**src/rtl/uart_pkg.sv**
```systemverilog
// Shared UART definitions: receiver FSM states and line-level constants
// used by both the transmitter and receiver sides.
package uart_pkg;

  localparam int   UART_DATA_BITS = 8;
  localparam logic UART_LINE_IDLE = 1'b1;
  localparam logic UART_START_BIT = 1'b0;
  localparam logic UART_STOP_BIT  = 1'b1;

  typedef enum logic [2:0] {
    IDLE,
    START,
    DATA,
    STOP,
    BREAK
  } uart_state_e;

endpackage

```
**src/rtl/uart_rx_if.sv**
```systemverilog
// Output side of the UART receiver: byte handshake plus error/status flags.
// Handshake: a byte transfers on every CLK edge where valid=1 and ready=1; while valid=1 and ready=0, data holds.
interface uart_rx_if
  import uart_pkg::*;
#(
  parameter int DATA_BITS = UART_DATA_BITS
);

  logic [DATA_BITS-1:0] data;
  logic                 valid;
  logic                 ready;
  logic                 frame_err;
  logic                 overrun_err;
  logic                 busy;

  modport master (
    output data, valid, frame_err, overrun_err, busy,
    input  ready
  );

  modport slave (
    input  data, valid, frame_err, overrun_err, busy,
    output ready
  );

endinterface

```
**src/rtl/uart_rx_bit_timer.sv**
```systemverilog
// Divide-by-CLKS_PER_BIT bit timer; strobe marks the mid-bit sample point,
// counted from the cycle in which restart is asserted.
module uart_rx_bit_timer #(
  parameter int CLKS_PER_BIT = 1
) (
  input  logic CLK,
  input  logic RESETN,
  input  logic restart,
  output logic strobe
);

  localparam int            CW   = (CLKS_PER_BIT > 1) ? $clog2(CLKS_PER_BIT) : 1;
  localparam logic [CW-1:0] MID  = CW'((CLKS_PER_BIT - 1) / 2);
  localparam logic [CW-1:0] LAST = CW'(CLKS_PER_BIT - 1);

  logic [CW-1:0] cnt;
  logic [CW-1:0] cnt_eff;
  logic [CW-1:0] cnt_nxt;

  // restart treats the current cycle as count 0, so a start edge sampled
  // at t gets its first strobe at t + MID.
  always_comb begin
    cnt_eff = restart ? '0 : cnt;
    strobe  = (cnt_eff == MID);
    cnt_nxt = (cnt_eff == LAST) ? '0 : cnt_eff + CW'(1);
  end

  always_ff @(posedge CLK) begin
    if (!RESETN) cnt <= '0;
    else         cnt <= cnt_nxt;
  end

endmodule

```
**src/rtl/uart_rx.sv**
```systemverilog
// UART receiver: start/8N1 MSB-first deserialiser with a 1-entry output
// holding register, framing and overrun error pulses.
module uart_rx
  import uart_pkg::*;
#(
  parameter int CLKS_PER_BIT = 1,
  parameter int DATA_BITS    = UART_DATA_BITS
) (
  input  logic        CLK,
  input  logic        RESETN,
  input  logic        rx,
  uart_rx_if.master   rx_if,
  output uart_state_e dbg_state
);

  localparam int             CNT_W    = $clog2(DATA_BITS + 2);
  localparam logic [CNT_W-1:0] LAST_BIT = CNT_W'(DATA_BITS - 1);

  uart_state_e          state, state_nxt;
  logic [CNT_W-1:0]     bit_cnt, bit_cnt_nxt;
  logic [DATA_BITS-1:0] shift, shift_nxt;
  logic [DATA_BITS-1:0] data_q;
  logic                 valid_q;
  logic                 frame_err_q;
  logic                 overrun_err_q;
  logic                 start_det;
  logic                 strobe;
  logic                 byte_done;
  logic                 frame_bad;

  assign start_det = (state == IDLE) && (rx == UART_START_BIT);

  uart_rx_bit_timer #(
    .CLKS_PER_BIT(CLKS_PER_BIT)
  ) u_bit_timer (
    .CLK    (CLK),
    .RESETN (RESETN),
    .restart(start_det),
    .strobe (strobe)
  );

  always_comb begin
    state_nxt   = state;
    bit_cnt_nxt = bit_cnt;
    shift_nxt   = shift;
    byte_done   = 1'b0;
    frame_bad   = 1'b0;
    case (state)
      IDLE: begin
        if (rx == UART_START_BIT) begin
          // At one clock per bit the start sample is this very cycle.
          state_nxt   = (CLKS_PER_BIT == 1) ? DATA : START;
          bit_cnt_nxt = '0;
        end
      end
      START: begin
        if (strobe) state_nxt = (rx == UART_START_BIT) ? DATA : IDLE;
      end
      DATA: begin
        if (strobe) begin
          shift_nxt = {shift[DATA_BITS-2:0], rx};
          if (bit_cnt == LAST_BIT) begin
            state_nxt   = STOP;
            bit_cnt_nxt = '0;
          end else begin
            bit_cnt_nxt = bit_cnt + CNT_W'(1);
          end
        end
      end
      STOP: begin
        if (strobe) begin
          if (rx == UART_STOP_BIT) begin
            byte_done = 1'b1;
            state_nxt = IDLE;
          end else begin
            frame_bad = 1'b1;
            state_nxt = BREAK;
          end
        end
      end
      BREAK: begin
        // A line held low after a bad stop must not look like a new start.
        if (rx == UART_LINE_IDLE) state_nxt = IDLE;
      end
      default: state_nxt = IDLE;
    endcase
  end

  always_ff @(posedge CLK) begin
    if (!RESETN) begin
      state         <= IDLE;
      bit_cnt       <= '0;
      shift         <= '0;
      data_q        <= '0;
      valid_q       <= 1'b0;
      frame_err_q   <= 1'b0;
      overrun_err_q <= 1'b0;
    end else begin
      state         <= state_nxt;
      bit_cnt       <= bit_cnt_nxt;
      shift         <= shift_nxt;
      frame_err_q   <= frame_bad;
      overrun_err_q <= byte_done && valid_q && !rx_if.ready;
      if (byte_done && (!valid_q || rx_if.ready)) begin
        data_q  <= shift;
        valid_q <= 1'b1;
      end else if (valid_q && rx_if.ready) begin
        valid_q <= 1'b0;
      end
    end
  end

  assign rx_if.data        = data_q;
  assign rx_if.valid       = valid_q;
  assign rx_if.frame_err   = frame_err_q;
  assign rx_if.overrun_err = overrun_err_q;
  assign rx_if.busy        = (state != IDLE);
  assign dbg_state         = state;

endmodule

```
**src/flat_wrapper.sv**
```systemverilog
// flat-port wrapper written by rule: the top's interface ports become plain ports
module uart_rx_flat import uart_pkg::*;
#(
  parameter int CLKS_PER_BIT = 1,
  parameter int DATA_BITS    = UART_DATA_BITS
)
  (CLK, RESETN, rx, dbg_state, rx_if_data, rx_if_valid, rx_if_frame_err, rx_if_overrun_err, rx_if_busy, rx_if_ready);
  uart_rx_if #(.DATA_BITS(DATA_BITS)) rx_if_i ();
  input  logic CLK;
  input  logic RESETN;
  input  logic rx;
  output uart_state_e dbg_state;
  output wire logic [$bits(rx_if_i.data)-1:0] rx_if_data;
  output wire logic [$bits(rx_if_i.valid)-1:0] rx_if_valid;
  output wire logic [$bits(rx_if_i.frame_err)-1:0] rx_if_frame_err;
  output wire logic [$bits(rx_if_i.overrun_err)-1:0] rx_if_overrun_err;
  output wire logic [$bits(rx_if_i.busy)-1:0] rx_if_busy;
  input wire logic [$bits(rx_if_i.ready)-1:0] rx_if_ready;
  assign rx_if_data = rx_if_i.data;
  assign rx_if_valid = rx_if_i.valid;
  assign rx_if_frame_err = rx_if_i.frame_err;
  assign rx_if_overrun_err = rx_if_i.overrun_err;
  assign rx_if_busy = rx_if_i.busy;
  assign rx_if_i.ready = rx_if_ready;
  uart_rx #(.CLKS_PER_BIT(CLKS_PER_BIT), .DATA_BITS(DATA_BITS)) u_core (.CLK(CLK), .RESETN(RESETN), .rx(rx), .rx_if(rx_if_i), .dbg_state(dbg_state));
endmodule
```
**config.mk**
```make
export PLATFORM = sky130hd
export DESIGN_NAME = uart_rx_flat
export DESIGN_NICKNAME = d
export VERILOG_FILES = /design/src/rtl/uart_pkg.sv /design/src/rtl/uart_rx_if.sv /design/src/rtl/uart_rx_bit_timer.sv /design/src/rtl/uart_rx.sv /design/src/flat_wrapper.sv
export SDC_FILE = /design/constraint.sdc
export NUM_CORES = 1
export LEC_CHECK = 0
export ABC_AREA = 1
export CORE_MARGIN = 2
export CORE_UTILIZATION = 55
export DETAILED_ROUTE_END_ITERATION = 6
export GPL_TIMING_DRIVEN = 0
export PLACE_DENSITY = 0.92
export SLEW_MARGIN = 20
export SYNTH_ARGS = -nofsm -noshare
export SYNTH_HDL_FRONTEND = slang
export SYNTH_HIERARCHICAL = 1
export SYNTH_SLANG_ARGS = --single-unit
```
**constraint.sdc**
```tcl
create_clock -name CLK -period 3.2 [get_ports CLK]
set_clock_uncertainty 0.2 [all_clocks]
set_input_delay 0.64 -clock CLK [delete_from_list [all_inputs] [get_ports CLK]]
set_output_delay 0.64 -clock CLK [all_outputs]
set_load 0.02 [all_outputs]
```
==> run_results.csv, run 1 <==
group,metric,value,unit
place,preCtsSetupSlack,722.7,ps
synthesis,syn_area,1221,sq um
setup_path,r2r_end,"u_core/rx_if.data[4]",
clocking,cts_tree,"done",
final_layout,drive_gt1_frac,0.1123,
sta,fin_tns_setup,0,ps
setup_path,worst-r2r-setup-slack,1080,ps
synthesis,ys_types,23,
sta,setup_viol_count_final,0,
synthesis,ys_top_cells_by_count,"30 x nand2_1, 27 x dfxtp_1, 27 x nor2_1",
synthesis,synthSimpleGateAreaFrac,0.3340,
setup_path,critPathKind,"reg2out",
synthesis,syn_avg_cell_area,7.401,sq um
setup_path,cp_data_required_time,2360,ps
floorplan,io_pins,19,
setup_path,worstSetupPathDepth,3,
setup_path,max_stage_delay,610,ps
setup_path,cp-end-kind,"primary output",
final_layout,final_area,1466,sq um
global_route,grt_max_degree,17,
synthesis,synth_top_area_cell,"dfxtp_1",
clocking,postCtsSetupBuffers,0,
synthesis,synth_area_leaders,"dfxtp_1 44%, nand2_1 9.2%, nor2_1 8.3%",
global_route,gr-usage-all-layers,0.1956,
global_route,gr-total-overflow,0,
power,p_per_area,733.5,nW/um^2
run_status,status,"finished, final reports clean",
synthesis,ys_warn_count,6,
sta,period_share,0.8058,
min_path,hold_class,"reg2reg",
sta,slew_viol_final,0,
setup_path,ff2ff_path_depth,10,
final_layout,antenna_cells,0,
power,finalPower,1076,uW
synthesis,synth_flop_cell,"dfxtp_1",
drt,wl_per_cell,11.10,microns
synthesis,ys_ff_latch,27,
setup_path,path_cells,"nor2_2, nand2_1, clkdlybuf4s50_1",
synthesis,async_flop_share,0,
drt,ant_nets,0,
final_layout,nNetsFinal,193,
setup_path,worstSetupStartpointType,"register",
setup_path,cp_slowest_cell,"clkdlybuf4s50_1",
floorplan,start_util,0.5684,
sta,layout_setup_ws,621.4,ps
run,cap_viol_max_count,0,
clocking,cts-root-buf,"clkbuf_4",
setup_path,cp_max_fo,7,
place,portBuffers,18,
global_route,antenna_found_initial,0,
drt,vias,1119,
drt,finalWirelength,2387,microns
clocking,ctsHoldBuffers,0,
final_layout,final_util,0.6826,
drt,first_iter_violations,22,
synthesis,synthMuxAreaShare,0,
global_route,grt_pass1_wl,3822,microns
sta,rsz0062_at_grt,"false",
sta,fmax,387.8,MHz
sta,hold_viol,0,
place,gp_congestion,0.8582,
setup_path,path_buf_inv,1,
setup_path,startpoint,"u_core/dbg_state[2]",
synthesis,synth_top_family_by_area,"simple AND/OR/NAND/NOR gates",
setup_path,r2r-start,"u_core/dbg_state[2]",
drt,drc_errors,0,
floorplan,rows,17,
setup_path,crit_path_end,"rx_if_busy",
floorplan,dieArea,2613,sq um
synthesis,synth-xor-area-share,0,
final_layout,area_growth,20.08,%
power,peakVddDrop,418.7,uV
place,place_area,1436,sq um
clocking,numClockSinks,27,
power,p_leak,0.0005820,uW
clocking,cts.path.max_buffers,2,
synthesis,synth_most_common_cell,"nand2_1",
clocking,ctsResizeCount,0,
place,post-dp-hpwl,1780,microns
synthesis,synth.net_count,170,
floorplan,core,2148,sq um
sta,period_minus_slack,2579,ps
clocking,clk_pin_slew,150,ps
floorplan,die_h,51.12,microns
clocking,clkLatencyLatePin,330,ps
synthesis,syn_inst,165,
synthesis,yosysSeqAreaShare,0.4426,
synthesis,synth_compound_area_frac,0.1219,
floorplan,dieWidth,51.12,microns
synthesis,synthAdderAreaFrac,0.01025,
clocking,htreeDepth,1,
clocking,numCtsBuffers,3,
setup_path,critical_path.top_delay_family,"buffers and inverters",
drt,firstDrtPassIters,4,
synthesis,synth_top_area_frac,0.4426,
synthesis,synth-edff-count,0,
global_route,grt_pass1_vias,901,
drt,viasPerCell,5.205,
setup_path,critPathArrivalTime,1740,ps
worst min-delay path by stage:
stage | slack, ps | depth (start not counted) | end | from
2_1_floorplan | 250 | 2 | u_core/shift[1] | u_core/shift[0]
3_5_place_dp | 260 | 2 | u_core/rx_if.data[5] | u_core/rx_if.data[5]
6_report | 270 | 2 | u_core/rx_if.data[2] | u_core/rx_if.data[2]
4_1_cts | 280 | 2 | u_core/rx_if.data[2] | u_core/rx_if.data[2]
5_1_grt | 300 | 2 | u_core/rx_if.data[7] | u_core/rx_if.data[7]
3_3_place_gp | 250 | 2 | u_core/rx_if.data[0] | u_core/rx_if.data[0]
area by class of cell:
type	count	area [sq um]
sequential	27	540.5
clock inverter	1	7.507
tap	28	35.03
multi-input combinational	118	573.1
buffer	5	48.80
timing repair buffer	18	180.2
clock buffer	3	22.52
fill	174	681.9
inverter	15	58.81
kinds of logic after synthesis:
family          after synthesis
fa+ha+maj                     1
other cells                   1
flops                        27
simple gates                 87
compound gates               29
buf+inv                      20
flip-flops by register name, indices dropped and copies added (netlist names):
register and count:
u_core/bit_cnt 4, u_core/dbg_state 3, u_core/rx_if.data 8, u_core/rx_if.frame_err 1
u_core/rx_if.overrun_err 1, u_core/rx_if.valid 1, u_core/shift 8, u_core/u_bit_timer/cnt 1
layer usage:
layer  up-vias  track usage  wire (microns)
met4         0      0.09009              26
li1        580            -               -
met2        26       0.3355            1215
met1       509       0.2421            1053
met5         -            0               0
met3         4      0.02632              91
tightest hold or removal path: cells and delay by family, from the launching register on:
family | cells | cell delay (ps)
compound gates | 1 | 50
flops | 1 | 340
simple gates | 1 | 60
per-stage QoR:
step	hold slack (ps)	cells
global placement	251.2	211
floorplan	252.9	165
CTS	277.3	215
global route	303.1	215
detailed placement	257.4	211
finish	272.3	215
where the power goes:
| part | total, uW | internal [uW] | leakage, uW | switching (uW) |
|---|---|---|---|---|
| logic | 471 | 179 | 0.000348 | 292 |
| registers | 453 | 401 | 0.000220 | 51.7 |
| clock network | 152 | 47.9 | 0.0000139 | 104 |
cell usage in the layout, fill, tap and decap left out, drive strengths merged, types with 3 or more instances in the layout:
cell,instances
nand2,34
nor2,31
dfxtp,27
clkdlybuf4s50,18
nand3,17
a21oi,17
inv,15
o21ai,12
clkbuf,5
nand4,3
No activity file was read; power rests on OpenSTA's default activity.
==> run 2, diff against run 1 <==
--- a/config.mk
+++ b/config.mk
@@ -7,10 +7,10 @@
 export LEC_CHECK = 0
 export ABC_AREA = 1
 export CORE_MARGIN = 2
-export CORE_UTILIZATION = 55
+export CORE_UTILIZATION = 52
 export DETAILED_ROUTE_END_ITERATION = 6
 export GPL_TIMING_DRIVEN = 0
-export PLACE_DENSITY = 0.92
+export PLACE_DENSITY = 0.89
 export SLEW_MARGIN = 20
 export SYNTH_ARGS = -nofsm -noshare
 export SYNTH_HDL_FRONTEND = slang
==> constraint.sdc (replaced) <==
create_clock -name CLK -period 2.6 [get_ports CLK]
set_clock_uncertainty 0.2 [all_clocks]
set_input_delay 0.52 -clock CLK [delete_from_list [all_inputs] [get_ports CLK]]
set_output_delay 0.52 -clock CLK [all_outputs]
set_load 0.02 [all_outputs]
==> run_results.csv, run 2 (synthesized netlist as in run 1, its figures left out) <==
group,metric,value,unit
run,cap_viol_max_count,0,
floorplan,dieArea,2752,sq um
clocking,cts-root-buf,"clkbuf_4",
place,portBuffers,18,
drt,viasPerCell,5.247,
global_route,antenna_found_initial,0,
clocking,clk_pin_slew,150,ps
clocking,cts.path.max_buffers,2,
setup_path,worstSetupStartpointType,"register",
floorplan,io_pins,19,
sta,hold_viol,0,
setup_path,critPathArrivalTime,1720,ps
sta,setup_viol_count_final,0,
final_layout,nNetsFinal,193,
drt,first_iter_violations,25,
sta,fin_tns_setup,0,ps
global_route,gr-usage-all-layers,0.1899,
clocking,ctsHoldBuffers,0,
clocking,numClockSinks,27,
drt,drc_errors,0,
place,post-dp-hpwl,1785,microns
sta,layout_setup_ws,162.2,ps
floorplan,start_util,0.5520,
drt,finalWirelength,2345,microns
sta,period_minus_slack,2438,ps
final_layout,antenna_cells,0,
sta,period_share,0.9376,
global_route,grt_pass1_vias,982,
sta,slew_viol_final,0,
floorplan,rows,17,
place,preCtsSetupSlack,227.9,ps
final_layout,final_common_cell,"nand2_1",
clocking,htreeDepth,1,
final_layout,drive_gt1_frac,0.1123,
setup_path,cp_max_fo,7,
global_route,grt_max_degree,17,
clocking,ctsResizeCount,0,
power,p_per_area,892.0,nW/um^2
clocking,cts_tree,"done",
floorplan,dieWidth,52.46,microns
min_path,hold_class,"reg2reg",
setup_path,critPathKind,"reg2out",
clocking,postCtsSetupBuffers,0,
sta,whs,272.4,ps
setup_path,cp_data_required_time,1880,ps
setup_path,cp-end-kind,"primary output",
floorplan,die_h,52.46,microns
power,peakVddDrop,613.1,uV
drt,firstDrtPassIters,4,
global_route,grt_pass1_wl,4043,microns
run_status,status,"finished, final reports clean",
drt,vias,1128,
power,p_leak,0.0005820,uW
clocking,numCtsBuffers,3,
global_route,gr-total-overflow,0,
sta,fmax,410.2,MHz
final_layout,area_growth,20.08,%
drt,wl_per_cell,10.91,microns
place,gp_congestion,0.8002,
final_layout,fillers,195,
floorplan,core,2212,sq um
final_layout,final_cell_mix,"30 x nand2_1, 27 x nor2_1, 27 x dfxtp_1",
sta,rsz0062_at_grt,"false",
drt,ant_nets,0,
clocking,clkLatencyLatePin,320,ps
## run 2: cell counts in the layout (fill, tap and decap cells not counted)
No cell type changed its count.
## run 2: final cells by class
cell class | instances | area [sq um] | area share
plain buffers | 5 | 48.80 | 0.03328
clock buffers | 3 | 22.52 | 0.01536
clock inverters | 1 | 7.507 | 0.005119
inverters | 15 | 58.81 | 0.04010
multi-input cells | 118 | 573.1 | 0.3908
flip-flops and latches | 27 | 540.5 | 0.3686
well taps | 28 | 35.03 | 0.02389
repair buffers | 18 | 180.2 | 0.1229
## run 2: report_power, final
| group | total [uW] | internal (uW) | switching, uW | leakage, uW |
|---|---|---|---|---|
| Clock | 181 | 58.7 | 122 | 0.0000139 |
| Sequential | 555 | 494 | 61.5 | 0.000220 |
| Combinational | 572 | 220 | 352 | 0.000348 |
## run 2: final timing paths
kind | start | endpoint | slack [ps] | cells after the start
worst min register to register | u_core/rx_if.data[1] | u_core/rx_if.data[1] | 270 | 2
worst max-delay path | u_core/dbg_state[2] | rx_if_busy | 160 | 3
worst min-delay path | u_core/rx_if.data[1] | u_core/rx_if.data[1] | 270 | 2
worst max register to register | u_core/dbg_state[2] | u_core/rx_if.data[3] | 490 | 10
## run 2: per-layer routing
metal / track usage / vias to the layer above / share of wire
li1: - / 576 / -
met1: 0.2416 / 507 / 0.45
met2: 0.3229 / 43 / 0.48
met3: 0.03714 / 2 / 0.066
met4: 0.05556 / 0 / 0.0043
met5: 0 / - / 0
## run 2: metrics by stage
step	util	instances	power (uW)	cell area, sq um
global route	0.6629	215	1404	1466
detailed placement	0.6493	211	1131	1436
finish	0.6629	215	1308	1466
global placement	0.6493	211	1110	1436
floorplan	-	165	983.7	1221
CTS	0.6629	215	1312	1466
## run 2: worst max-delay path, stage by stage, from the launching register on
cell             delay (ps)
dfxtp_1                 550
nor2_2                  130
nand2_1                 110
clkdlybuf4s50_1         610
